<file path="src/rtl/spi_pkg.sv">
// spi_pkg: state encoding and shared sizing constants for the SPI transmit/receive buffers
package spi_pkg;
  typedef enum logic {IDLE, RECEIVE} spi_state_t;
  localparam int SPI_WIDTH = 8;
  localparam int SPI_N = 8;
  localparam int SPI_CNT_W = 5;
endpackage

</file>
<file path="src/rtl/spi_rx_shift_byte.sv">
// spi_rx_shift_byte: WIDTH-bit serial-in shifter with bit counter, strobes byte_done on the last bit
// Bit order is MSB first by default; defining SPI_RX_LSB_FIRST_EN shifts LSB first.
module spi_rx_shift_byte #(
  parameter int WIDTH = 8
) (
  input  logic             clk,
  input  logic             rst_n,
  input  logic             clr,
  input  logic             en,
  input  logic             din,
  output logic [WIDTH-1:0] byte_out,
  output logic             byte_done
);
  localparam int BW = WIDTH > 1 ? $clog2(WIDTH) : 1;
  logic [WIDTH-1:0] sr;
  logic [BW-1:0]    bit_cnt;
  // byte_out already includes the bit being sampled this edge
`ifdef SPI_RX_LSB_FIRST_EN
  assign byte_out = (sr >> 1) | (WIDTH'(din) << (WIDTH - 1));
`else
  assign byte_out = (sr << 1) | WIDTH'(din);
`endif
  assign byte_done = en && bit_cnt == BW'(WIDTH - 1);
  always_ff @(posedge clk or negedge rst_n)
    if (!rst_n) begin
      sr      <= '0;
      bit_cnt <= '0;
    end else if (clr) begin
      sr      <= '0;
      bit_cnt <= '0;
    end else if (en) begin
      sr      <= byte_out;
      bit_cnt <= byte_done ? '0 : bit_cnt + 1'b1;
    end
endmodule

</file>
<file path="src/rtl/nbit_miso_spi_receive_buffer.sv">
// nbit_miso_spi_receive_buffer: deserializes i_MISO into up to N WIDTH-bit bytes packed byte 0 lowest
// Optional SPI_RX_LSB_FIRST_EN selects LSB-first bit order in the shifter.
module nbit_miso_spi_receive_buffer
  import spi_pkg::*;
#(
  parameter int WIDTH = SPI_WIDTH,
  parameter int N     = SPI_N
) (
  input  logic                 i_SCK,
  input  logic                 i_RST_N,
  input  logic                 i_START,
  input  logic [SPI_CNT_W-1:0] i_N_receive,
  input  logic                 i_MISO,
  output logic [WIDTH*N-1:0]   o_DATA,
  output logic [WIDTH-1:0]     o_BYTE,
  output logic                 o_BYTE_VALID,
  output logic                 o_DONE,
  output logic                 o_BUSY,
  output logic [SPI_CNT_W-1:0] o_BYTE_IDX
);
  spi_state_t           state, state_nxt;
  logic [SPI_CNT_W-1:0] byte_idx, n_tgt;
  logic [WIDTH-1:0]     rx_byte;
  logic                 rx_done, start_ok, last;
  assign start_ok   = state == IDLE && i_START && i_N_receive != '0;
  assign last       = rx_done && byte_idx == n_tgt - 1'b1;
  assign o_BUSY     = state == RECEIVE;
  assign o_BYTE_IDX = byte_idx;
  spi_rx_shift_byte #(.WIDTH(WIDTH)) u_shift (
    .clk      (i_SCK),
    .rst_n    (i_RST_N),
    .clr      (start_ok),
    .en       (o_BUSY),
    .din      (i_MISO),
    .byte_out (rx_byte),
    .byte_done(rx_done)
  );
  always_ff @(posedge i_SCK or negedge i_RST_N)
    if (!i_RST_N) state <= IDLE;
    else state <= state_nxt;
  always_comb state_nxt = start_ok ? RECEIVE : last ? IDLE : state;
  // Oversized requests clamp to N so byte_idx can never address a missing slot
  always_ff @(posedge i_SCK or negedge i_RST_N)
    if (!i_RST_N) begin
      o_DATA       <= '0;
      o_BYTE       <= '0;
      o_BYTE_VALID <= 1'b0;
      o_DONE       <= 1'b0;
      byte_idx     <= '0;
      n_tgt        <= '0;
    end else begin
      o_BYTE_VALID <= rx_done;
      o_DONE       <= last;
      if (start_ok) begin
        n_tgt    <= i_N_receive > SPI_CNT_W'(N) ? SPI_CNT_W'(N) : i_N_receive;
        byte_idx <= '0;
        o_DATA   <= '0;
      end else if (rx_done) begin
        o_BYTE <= rx_byte;
        for (int i = 0; i < N; i++)
          if (byte_idx == SPI_CNT_W'(i)) o_DATA[i*WIDTH +: WIDTH] <= rx_byte;
        if (!last) byte_idx <= byte_idx + 1'b1;
      end
    end
endmodule

</file>
<file path="config.mk">
export PLATFORM = sky130hd
export DESIGN_NAME = nbit_miso_spi_receive_buffer
export DESIGN_NICKNAME = d
export VERILOG_FILES = /design/src/rtl/spi_pkg.sv /design/src/rtl/spi_rx_shift_byte.sv /design/src/rtl/nbit_miso_spi_receive_buffer.sv
export SDC_FILE = /design/constraint.sdc
export NUM_CORES = 1
export LEC_CHECK = 0
export ABC_CLOCK_PERIOD_IN_PS = 2110
export BUFFER_PORTS_ARGS = -buffer_cell sky130_fd_sc_hd__buf_2
export CAP_MARGIN = 20
export CELL_PAD_IN_SITES_DETAIL_PLACEMENT = 1
export CELL_PAD_IN_SITES_GLOBAL_PLACEMENT = 2
export CORE_AREA = 8 8 123 125
export CTS_BUF_LIST = sky130_fd_sc_hd__clkbuf_4
export CTS_CLUSTER_SIZE = 40
export DETAILED_ROUTE_END_ITERATION = 10
export DIE_AREA = 0 0 131 133
export PLACE_DENSITY = 0.77
export SKIP_LAST_GASP = 1
export SLEW_MARGIN = 0
export SYNTH_ARGS = -nofsm -noshare
export SYNTH_HDL_FRONTEND = slang
export SYNTH_HIERARCHICAL = 1
export SYNTH_SLANG_ARGS = --single-unit
</file>
<file path="constraint.sdc">
create_clock -name i_SCK -period 2.11 [get_ports i_SCK]
set_clock_uncertainty 0.1 [all_clocks]
set_input_delay 0.3165 -clock i_SCK [delete_from_list [all_inputs] [get_ports i_SCK]]
set_output_delay 0.3165 -clock i_SCK [all_outputs]
set_load 0.02 [all_outputs]
</file>
==> results of run 1 <==
-- synth_stat cells, types with 2 or more instances --
master,n,area [sq um]
a21o_1,2,15.0
a21oi_1,3,15.0
and2_1,2,12.5
and2b_1,2,15.0
buf_1,2,7.51
buf_2,2,10.0
buf_4,9,67.6
buf_6,2,22.5
clkbuf_1,14,52.6
dfrtp_1,95,2380
ha_1,7,87.6
inv_1,6,22.5
mux2_2,8,90.1
mux2i_1,75,751
nand2_1,7,26.3
nand2b_1,4,25.0
nand3_1,8,40.0
nand3b_1,4,30.0
nor2_1,68,255
nor2_2,9,56.3
nor3_1,2,10.0
nor3b_2,3,37.5
o211ai_1,2,15.0
o21ai_0,5,25.0
xnor2_1,3,26.3
xor2_1,3,26.3
-- cell type report --
class | instances | area share (%)
Clock inverter | 7 | 1.22
Inverter | 7 | 0.502
Timing Repair Buffer | 114 | 14.3
Sequential cell | 95 | 45.4
Clock buffer | 9 | 1.29
Tap cell | 176 | 4.21
Multi-Input combinational cell | 231 | 33.1
-- metrics by stage --
stage                     power (W)  instance area (sq um)  hold slack, ps  utilization [%]
after global routing        0.00788                   5230             113             40.0
after CTS                   0.00741                   5160            55.4             39.5
after floorplan             0.00509                   4260           -79.1                -
after detailed placement    0.00638                   4980             194             38.0
after global placement      0.00626                   4980             195             38.0
final                       0.00733                   5230            95.0             40.0
-- critical path, stage by stage, from the launching register on --
cell and delay, ps:
dfrtp_1 410, ha_2 200, ha_4 150, and2_4 130, and2b_4 180, and2b_1 190, nand3b_1 180, buf_12 160
mux2i_1 200, nor2_1 70
-- repair_timing --
action,in CTS,in global routing
pin swaps,0,14
hold buffers,4,0
setup endpoints to repair,28,55
resized for setup,3,9
setup buffers,1,2
hold endpoints to repair,34,0
-- flip-flops by register name, summed over array words and instances (netlist names) --
| name | cells |
|---|---|
| u_shift/sr | 7 |
| n_tgt | 5 |
| o_DATA | 64 |
| o_DONE | 1 |
| o_BYTE_VALID | 1 |
| o_BUSY | 1 |
| u_shift/bit_cnt | 3 |
| o_BYTE_IDX | 5 |
| o_BYTE | 8 |
-- layer usage --
metal / track usage [%] / part of all wire (%) / vias to the layer above
met5: 0 / 0 / -
met4: 5.17 / 1.3 / 0
met3: 3.74 / 4.9 / 12
met2: 23.5 / 50 / 55
met1: 17.5 / 44 / 1519
li1: - / - / 1391
-- kinds of logic after synthesis --
group | after synthesis | share of synthesized area [%]
and+or+nand+nor | 116 | 13.4
adders and majority gates | 7 | 2.06
DFF | 95 | 55.8
buffers and inverters | 36 | 4.38
xor gates and xnor gates | 6 | 1.23
AOI/OAI and AO/OA | 19 | 3.32
muxes | 83 | 19.8
-- placed cells by master, fill, tap and decap left out, types with 2 or more instances in the layout --
master / n
buf_4: 13
nor3_1: 2
mux2_2: 8
buf_2: 87
nand2b_1: 4
clkinvlp_4: 2
nor3b_2: 2
inv_1: 6
xor2_1: 3
nor2_2: 9
nand2_1: 6
clkbuf_4: 9
o21ai_0: 5
and2b_1: 2
mux2i_1: 73
buf_12: 7
mux2i_2: 2
dfrtp_1: 95
nand3_1: 8
a21o_1: 2
o211ai_1: 2
clkinv_2: 3
buf_6: 3
a21oi_1: 3
xnor2_1: 3
nand3b_1: 4
ha_1: 5
nor2_1: 68
dlygate4sd3_1: 4
-- power groups by stage --
stage / clock network, W / registers (W) / logic [W]
5_1_grt: 0.00108 / 0.00334 / 0.00346
3_3_place_gp: 0 / 0.00326 / 0.00299
3_5_place_dp: 0 / 0.00328 / 0.00310
4_1_cts: 0.00102 / 0.00324 / 0.00314
2_1_floorplan: 0 / 0.00365 / 0.00144
6_report: 0.000972 / 0.00323 / 0.00313
-- path summary, 6_finish.rpt --
check | from | end | slack [ps] | cells after the start
max in group asynchronous | i_RST_N | o_DATA[22]$_DFFE_PN0P_ | 1110 | 3
setup reg to reg | u_shift/bit_cnt[1]$_DFFE_PN0P_ | o_DATA[30]$_DFFE_PN0P_ | 10 | 9
hold reg to reg | o_BYTE[2]$_DFFE_PN0P_ | o_BYTE[2]$_DFFE_PN0P_ | 430 | 1
min in group asynchronous | i_RST_N | o_BYTE_VALID$_DFF_PN0_ | 220 | 2
setup / recovery | u_shift/bit_cnt[1]$_DFFE_PN0P_ | o_DATA[30]$_DFFE_PN0P_ | 10 | 9
hold / removal | i_N_receive[3] | n_tgt[3]$_DFFE_PN0P_ | 100 | 3
==> impl_summary.log, run 1 <==
[metrics] outcome: completed
[metrics] Core ar.: between 10000 and 15000 sq um
[metrics] leakage power: 2.84 nW
[metrics] Worst Path Required: about 2400 ps
[metrics] power density over cell area: around 1400 nW/um^2
[metrics] number of design rule violations left after detail routing: 0
[metrics] critical path data arrival time: ~2400 ps
[metrics] Rows: between 40 and 50
[metrics] Startpoint Class: flop
[metrics] largest net degree at the start of global routing: 55
[metrics] TritonCTS clock tree: yes
[metrics] gr usage total: between 10% and 20%
[metrics] number of standard cells in the final layout excluding fillers: between 600 and 700
[metrics] share of power burned in the clock network: about an eighth
[metrics] nets@finish: 474
[metrics] worst rel slew slack: approximately 60%
[metrics] clk_lat worst skew: ~460 ps
[metrics] fill cell count: 1459
[metrics] critical path endpoint category: flop
[metrics] antenna violations before repair: 0
[metrics] Inst Count DP: slightly above 600
[metrics] sequential fraction of design power: a little over two fifths
[metrics] Initial DRT Pass Iterations: 4
[metrics] iteration-0 DRC count of the detailed router: about 90
[metrics] area enclosed by the die boundary: 17400 sq um
[metrics] kind of path behind the tightest hold check: in2reg
[metrics] # IOs: 89
[metrics] starting utilization of the core area: 32.5%
[metrics] global-route wire length before repair: roughly 19000 um
[metrics] number of routed nets with antenna violations: 0
[metrics] Chip Height: between 100 and 150 um
[metrics] Final min period: 2100 ps
[metrics] Internal Pwr Total: 0.00411 W
[metrics] number of different library cells in the post-synthesis netlist: ~40
[metrics] worst-case setup margin in the final layout: around 14 ps
[metrics] netlist area before placement: about 4300 sq um
[metrics] sequential fraction of the synthesis area: between 50% and 60%
[metrics] layout cells sized above 1: approximately a third
[metrics] EDFF count, synth: 0
[metrics] average footprint of a synthesized cell: about 12 sq um
[metrics] via count of the first global-routing pass: ~3.4k
[metrics] hold violation total from the final report: 0
[metrics] fmax: around 480 MHz
[metrics] max capacitance violation total: 0
[metrics] final number of max-transition violations: 0
[metrics] detail-routed via count per cell: around 4.7
[metrics] critical path fanouts, max: 8
[metrics] root buffer cell: clkbuf_4
[metrics] transition time at the pin with the least slew margin: 600 ps
[metrics] Final HPWL DP: ~8300 um
[metrics] average wire length per cell after detail routing: between 15 and 20 um
[metrics] total area of multi-input combinational cells: between 1500 and 2000 sq um
[metrics] total via count in the routed design: roughly 3.0k
[metrics] unrepaired setup endpoints after global routing: yes
[metrics] worst slack, placed: -10.6 ps
[metrics] total congestion overflow: 0
[metrics] Horiz. Die Dim: 131 um
[metrics] clock buffers created by TritonCTS: 9
[metrics] Setup-failing EPs final: 0
[metrics] net count of the mapped netlist: between 300 and 400
[metrics] worst setup path class: reg2reg
[metrics] clock-pin slew on the worst setup and hold paths: roughly 150 ps
[metrics] maximum level of the CTS H-tree: 3
[metrics] proportion of register bits with asynchronous set or reset after synthesis: 100%
[metrics] buffer depth of the longest clock path: 2
[metrics] gp weighted congestion: ~0.7
[metrics] post-synthesis to final-layout area growth: 23.0%
[metrics] Net Switching: 0.00322 W
[metrics] synthesis warning total: 6
[metrics] Worst VDD drop: 0.469 mV
[metrics] most instantiated flip-flop cell in the synthesis netlist: dfrtp_1
[metrics] number of cells produced by synthesis: 362
[metrics] switching share of total power: between 40 and 50%
[metrics] fin crit share: between 90% and 100%
[metrics] Seq cells post-synth: 95
[metrics] Detailed Route WL: 11800 um
[metrics] Seq. cell area: about 2400 sq um
[metrics] logic gate share of total power: a little over two fifths
[metrics] Clock Sink Count: 95
[metrics] Antenna Cells: 0
[metrics] buffers added on ports: just under 90
[metrics] setup_tns: 0 ps
Power figures use the tool's default switching activity.
==> run 2, diff against run 1 <==
Settings changed: CORE_AREA 8 8 123 125 to 8 8 141 110, DIE_AREA 0 0 131 133 to 0 0 149 118, PLACE_DENSITY 0.77 to unset, PLACE_DENSITY_LB_ADDON set to 0.1.
==> run 2 against run 1 <==
Critical path depth unchanged. Flip-flop and latch count unchanged. Register-to-register slack improved by 80 ps. Wire length increased by 2.0%. Worst hold slack got worse by 2.1 ps. Largest cell class unchanged. Combinational power decreased by 2%. Global-route usage decreased by 0.21 points. Utilization decreased by 0.63 points. Non-clock buffer count decreased by 2. Maximum frequency increased by 3.8%.
==> impl_summary.log, run 2 (same netlist as run 1, synthesis figures left out) <==
[metrics] power density over cell area: 1430 nW/um^2 (+1.7%)
[metrics] global-route wire length before repair: 19200 um (+0.22%)
[metrics] via count of the first global-routing pass: 3164 (-6.7%)
[metrics] detail-routed via count per cell: 4.67 (+0.24%)
[metrics] layout cells sized above 1: 33.4% (-0.72 points)
[metrics] Worst VDD drop: 0.545 mV (+16%)
[metrics] area enclosed by the die boundary: 17600 sq um (+0.91%)
[metrics] Final min period: 2020 ps (-76.8 ps)
[metrics] transition time at the pin with the least slew margin: 598 ps (-1.15 ps)
[metrics] iteration-0 DRC count of the detailed router: 163 (+79%)
[metrics] Worst Path Required: 2360 ps (about the same)
[metrics] register with the most flip-flops: o_DATA
[metrics] root buffer cell: clkbuf_4
[metrics] post-synthesis to final-layout area growth: 23.3%
[metrics] worst rel slew slack: 60.1% (+0.077 points)
[metrics] total congestion overflow: 0 (unchanged)
[metrics] ordered cell list for the critical path: ha_2 -> ha_4 -> and2_4 -> and2b_4 -> and2b_1 -> nand3b_1 -> buf_12 -> mux2i_1 -> nor2_1
[metrics] kind of path behind the tightest hold check: in2reg
[metrics] Startpoint Class: flop
[metrics] buffer depth of the longest clock path: 2 (unchanged)
[metrics] slowest stage delay, CP: 420 ps (about the same)
[metrics] hold violation total from the final report: 0 (unchanged)
[metrics] number of routed nets with antenna violations: 0 (unchanged)
[metrics] top cell family by delay on the critical path: simple AND/OR/NAND/NOR gates
[metrics] gp weighted congestion: 0.715 (about the same)
[metrics] Initial DRT Pass Iterations: 4 (unchanged)
[metrics] Final HPWL DP: 8340 um (about the same)
[metrics] most common cell after layout, fill and taps aside: dfrtp_1
[metrics] Antenna Cells: 0 (unchanged)
[metrics] # IOs: 89 (unchanged)
[metrics] clock-pin slew on the worst setup and hold paths: 150 ps (about the same)
[metrics] max capacitance violation total: 0 (unchanged)
[metrics] outcome: completed
[metrics] starting utilization of the core area: 31.9% (-0.60 points)
[metrics] largest net degree at the start of global routing: 38 (-31%)
[metrics] leakage power: 2.87 nW (+0.91%)
[metrics] maximum level of the CTS H-tree: 3 (unchanged)
[metrics] unrepaired setup endpoints after global routing: yes
[metrics] clock buffers created by TritonCTS: 9 (unchanged)
[metrics] Detailed Route WL: 12000 um (+2.0%)
[metrics] crit path max-delay cell type: dfrtp_1
[metrics] gr usage total: 14.1% (-0.21 points)
[metrics] worst-case setup margin in the final layout: 90.5 ps (+76.8 ps)
[metrics] Core ar.: 13300 sq um (+1.9%)
[metrics] TritonCTS clock tree: yes
[metrics] most frequent cells in the layout: dfrtp_1, buf_2, mux2i_1
[metrics] antenna violations before repair: 0 (unchanged)
[metrics] Crit path buffers/inverters: 1 (unchanged)
[metrics] critical path endpoint category: flop
[metrics] Horiz. Die Dim: 149 um (+14%)
[metrics] Setup-failing EPs final: 0 (unchanged)
[metrics] max FFs per register: 64 (unchanged)
[metrics] worst slack, placed: -66.2 ps (-55.6 ps)
[metrics] Layout Utilization: 39.4% (-0.63 points)
[metrics] fmax: 495 MHz (+3.8%)
[metrics] critical path fanouts, max: 8 (unchanged)
[metrics] Chip Height: 118 um (-11%)
[metrics] nets@finish: 472 (-0.42%)
[metrics] fin crit share: 95.7% (-3.6 points)
[metrics] critical path data arrival time: 2270 ps (-80 ps)
[metrics] Clock Sink Count: 95 (unchanged)
[metrics] total via count in the routed design: 2970 (-0.24%)
[metrics] number of design rule violations left after detail routing: 0 (unchanged)
[metrics] worst setup path class: reg2reg
[metrics] largest registers: o_DATA x64, o_BYTE x8, u_shift/sr x7
[metrics] buffers added on ports: 88 (unchanged)
[metrics] Rows: 37 (-12%)
[metrics] clk_lat worst skew: 460 ps (about the same)
[metrics] average wire length per cell after detail routing: 18.9 um (+2.5%)
[metrics] final number of max-transition violations: 0 (unchanged)
## run 2: worst register-to-register path, stage by stage, from the launching register on
cell and delay (ps):
dfrtp_1 420, ha_2 200, ha_4 150, and2_4 130, and2b_4 180, and2b_1 180, nand3b_1 150, buf_12 150
mux2i_1 180, nor2_1 50
## run 2: per-stage QoR
step | power, W | instance area (sq um) | hold WS (ps) | TNS [ps] | std cells
after floorplan | 0.00509 | 4260 | -79.1 | 0 | 362
after global routing | 0.00803 | 5250 | 81.0 | -158 | 636
after CTS | 0.00755 | 5200 | 71.6 | 0 | 634
after global placement | 0.00631 | 4970 | 230 | 0 | 613
final | 0.00748 | 5250 | 92.9 | 0 | 636
after detailed placement | 0.00636 | 4970 | 235 | -469 | 613
## run 2: power breakdown
group	switching (W)	total [W]	internal (W)
clock	0.000655	0.00114	0.000484
sequential	0.000775	0.00328	0.00251
combinational	0.00183	0.00306	0.00123
## run 2: layout make-up
| type | instances | area, sq um |
|---|---|---|
| clock buffers | 9 | 67.6 |
| flip-flops and latches | 95 | 2380 |
| fillers | 1475 | 8080 |
| repair buffers | 112 | 741 |
| clock inverters | 7 | 93.8 |
| well taps | 175 | 219 |
| inverters | 7 | 26.3 |
| multi-input cells | 231 | 1720 |
## run 2: worst paths after layout
kind	startpoint	endpoint	slack [ps]	depth (start not counted)
setup / recovery	u_shift/bit_cnt[0]$_DFFE_PN0P_	o_DATA[19]$_DFFE_PN0P_	90	9
hold / removal	i_N_receive[4]	n_tgt[0]$_DFFE_PN0P_	90	4
setup reg to reg	u_shift/bit_cnt[0]$_DFFE_PN0P_	o_DATA[19]$_DFFE_PN0P_	90	9
hold reg to reg	o_BYTE[3]$_DFFE_PN0P_	o_BYTE[3]$_DFFE_PN0P_	420	1
max in group asynchronous	i_RST_N	o_DATA[38]$_DFFE_PN0P_	990	3
min in group asynchronous	i_RST_N	u_shift/bit_cnt[0]$_DFFE_PN0P_	250	2
## run 2: repair_timing
item | 4_1_cts | 5_1_grt
resized for setup | 4 | 5
setup buffers | 1 | 2
hold buffers | 4 | 0
cloned | 0 | 0
setup endpoints to repair | 16 | 58
pin swaps | 1 | 2
endpoints found under the hold margin | 37 | 0
## run 2: routing by layer
metal | track usage [%] | vias up | part of all wire (%)
met3 | 4.69 | 6 | 5.0
met4 | 2.64 | 0 | 0.64
met2 | 20.7 | 56 | 44
li1 | - | 1404 | -
met5 | 0 | - | 0
met1 | 19.8 | 1504 | 51
==> run 3, diff against run 2 <==
Settings changed: RECOVER_POWER set to 100.
==> run 3 against run 2 <==
Flip-flop and latch count stayed put. Wire length is 0.11% higher. Clock power hardly changed. Global-route usage stayed put. Highest routed layer unchanged.
==> impl_summary.log, run 3 (same netlist as run 1, synthesis figures left out) <==
[metrics] R2R Path End: o_DATA[31]$_DFFE_PN0P_
[metrics] Detailed Route WL: 12000 um (+0.11%)
[metrics] unrepaired setup endpoints after global routing: yes
[metrics] gp weighted congestion: 0.715 (unchanged)
[metrics] leakage power: 2.86 nW (-0.34%)
[metrics] Worst Path Required: 2360 ps (about the same)
[metrics] clk_lat worst skew: 460 ps (about the same)
[metrics] largest net degree at the start of global routing: 38 (unchanged)
[metrics] final number of max-transition violations: 0 (unchanged)
[metrics] # IOs: 89 (unchanged)
[metrics] slowest stage delay, CP: 420 ps (about the same)
[metrics] setup_tns: 0 ps (unchanged)
[metrics] buffer depth of the longest clock path: 2 (unchanged)
[metrics] ordered cell list for the critical path: ha_2 -> ha_4 -> and2_4 -> and2b_4 -> and2b_1 -> nand3b_1 -> buf_12 -> mux2i_1 -> nor2_1
[metrics] Chip Height: 118 um (unchanged)
[metrics] register with the most flip-flops: o_DATA
[metrics] Clock Sink Count: 95 (unchanged)
[metrics] total via count in the routed design: 2977 (+0.24%)
[metrics] max FFs per register: 64 (unchanged)
[metrics] antenna violations before repair: 0 (unchanged)
[metrics] average wire length per cell after detail routing: 18.9 um (+0.11%)
[metrics] most frequent cells in the layout: dfrtp_1, buf_2, mux2i_1
[metrics] layout cells sized above 1: 33.2% (-0.22 points)
[metrics] global-route wire length before repair: 19200 um (unchanged)
[metrics] WHS Endpoint: n_tgt[0]$_DFFE_PN0P_
[metrics] nets@finish: 472 (unchanged)
[metrics] Rows: 37 (unchanged)
[metrics] buffers added on ports: 88 (unchanged)
[metrics] Worst VDD drop: 0.546 mV (about the same)
[metrics] total power draw: 0.00748 W (about the same)
[metrics] transition time at the pin with the least slew margin: 996 ps (+398 ps)
[metrics] total congestion overflow: 0 (unchanged)
[metrics] R2R Path Start: u_shift/bit_cnt[0]$_DFFE_PN0P_
[metrics] root buffer cell: clkbuf_4
[metrics] fin crit share: 95.8% (about the same)
[metrics] hold_sp: i_N_receive[4]
[metrics] power density over cell area: 1430 nW/um^2 (+0.36%)
[metrics] post-synthesis to final-layout area growth: 22.8%
[metrics] Core ar.: 13300 sq um (unchanged)
[metrics] largest registers: o_DATA x64, o_BYTE x8, u_shift/sr x7
[metrics] crit path max-delay cell type: dfrtp_1
[metrics] detail-routed via count per cell: 4.68 (+0.24%)
[metrics] Inst Count DP: 613 (unchanged)
[metrics] Final min period: 2020 ps (+1.22 ps)
[metrics] starting utilization of the core area: 31.9% (unchanged)
[metrics] gr usage total: 14.1% (unchanged)
[metrics] most common cell after layout, fill and taps aside: dfrtp_1
[metrics] outcome: completed
[metrics] Antenna Cells: 0 (unchanged)
[metrics] worst setup path class: reg2reg
[metrics] Startpoint Class: flop
[metrics] clock buffers created by TritonCTS: 9 (unchanged)
[metrics] cell depth of the worst flop-to-flop path: 9 (unchanged)
[metrics] critical path data arrival time: 2270 ps (about the same)
[metrics] clock-pin slew on the worst setup and hold paths: 150 ps (about the same)
[metrics] Horiz. Die Dim: 149 um (unchanged)
[metrics] critical path fanouts, max: 8 (unchanged)
[metrics] number of standard cells in the final layout excluding fillers: 636 (unchanged)
[metrics] worst rel slew slack: 33.6% (-27 points)
[metrics] Initial DRT Pass Iterations: 4 (unchanged)
[metrics] kind of path behind the tightest hold check: in2reg
[metrics] max capacitance violation total: 0 (unchanged)
[metrics] number of routed nets with antenna violations: 0 (unchanged)
[metrics] number of instances on the worst hold path: 4 (unchanged)
[metrics] area enclosed by the die boundary: 17600 sq um (unchanged)
[metrics] number of design rule violations left after detail routing: 0 (unchanged)
[metrics] TritonCTS clock tree: yes
[metrics] iteration-0 DRC count of the detailed router: 180 (+10%)
[metrics] Setup-failing EPs final: 0 (unchanged)
[metrics] fill cell count: 1479 (+0.27%)
[metrics] instance area after placement: 4970 sq um (unchanged)
[metrics] post-route cell area: 5230 sq um (-0.41%)
[metrics] fmax: 495 MHz (about the same)
[metrics] via count of the first global-routing pass: 3164 (unchanged)
[metrics] Final HPWL DP: 8340 um (unchanged)
[metrics] hold violation total from the final report: 0 (unchanged)
[metrics] maximum level of the CTS H-tree: 3 (unchanged)
[metrics] critical path endpoint category: flop
[metrics] slack of the worst reg-to-reg path: 90 ps (about the same)
[metrics] Layout Utilization: 39.2% (-0.16 points)
-- run 3: cell count changes in the layout (fill, tap and decap cells not counted), sizes merged --
cell and change:
clkbuf +4, buf -4
-- run 3: area by class of cell --
cell class,count,area (sq um),area share [%]
flip-flops and latches,95,2380,45.5
inverters,7,26.3,0.503
well taps,175,219,4.19
repair buffers,112,719,13.8
clock inverters,7,93.8,1.80
clock buffers,9,67.6,1.29
multi-input cells,231,1720,33.0
-- run 3: per-layer routing --
layer	up-vias	routed length [um]	global-route usage, %
met2	56	5290	20.7
met1	1511	6070	19.8
met5	-	0	0
met4	0	77	2.64
met3	6	607	4.69
li1	1404	-	-
-- run 3: worst max path at each step --
stage	end	slack, ps	from	cells after the start
2_1_floorplan	o_DATA[0]$_DFFE_PN0P_	40	u_shift/bit_cnt[0]$_DFFE_PN0P_	10
3_3_place_gp	o_DATA[51]$_DFFE_PN0P_	30	u_shift/bit_cnt[0]$_DFFE_PN0P_	9
3_5_place_dp	o_DATA[55]$_DFFE_PN0P_	-70	u_shift/bit_cnt[0]$_DFFE_PN0P_	9
4_1_cts	o_DATA[31]$_DFFE_PN0P_	30	u_shift/bit_cnt[0]$_DFFE_PN0P_	9
5_1_grt	o_DATA[33]$_DFFE_PN0P_	-20	u_shift/bit_cnt[0]$_DFFE_PN0P_	9
6_report	o_DATA[31]$_DFFE_PN0P_	90	u_shift/bit_cnt[0]$_DFFE_PN0P_	9
-- run 3: power breakdown --
part	switching, W	internal [W]
registers	0.000778	0.00251
logic	0.00183	0.00122
clock network	0.000652	0.000484
total	0.00326	0.00421
-- run 3: timing repair --
item | 4_1_cts | 5_1_grt
gates resized for setup | 4 | 5
hold buffers | 4 | 0
pin swaps | 1 | 2
gates cloned | 0 | 0
endpoints found under the setup margin | 16 | 58
buffers inserted | 1 | 2
endpoints found under the hold margin | 37 | 0
-- run 3: stage by stage --
| step | hold slack, ps | setup slack, ps |
|---|---|---|
| 6_report | 94.5 | 89.3 |
| 4_1_cts | 71.6 | 34.1 |
| 5_1_grt | 81.0 | -24.8 |
| 3_5_place_dp | 235 | -66.2 |
| 3_3_place_gp | 230 | 25.8 |
| 2_1_floorplan | -79.1 | 38.4 |
-- run 3: worst max-delay path, delay by kind of cell (launching register included) --
family	cells	cell delay, ps
adders and majority gates	2	350
buffers and inverters	1	160
DFF	1	420
muxes	1	180
and+or+nand+nor	5	700
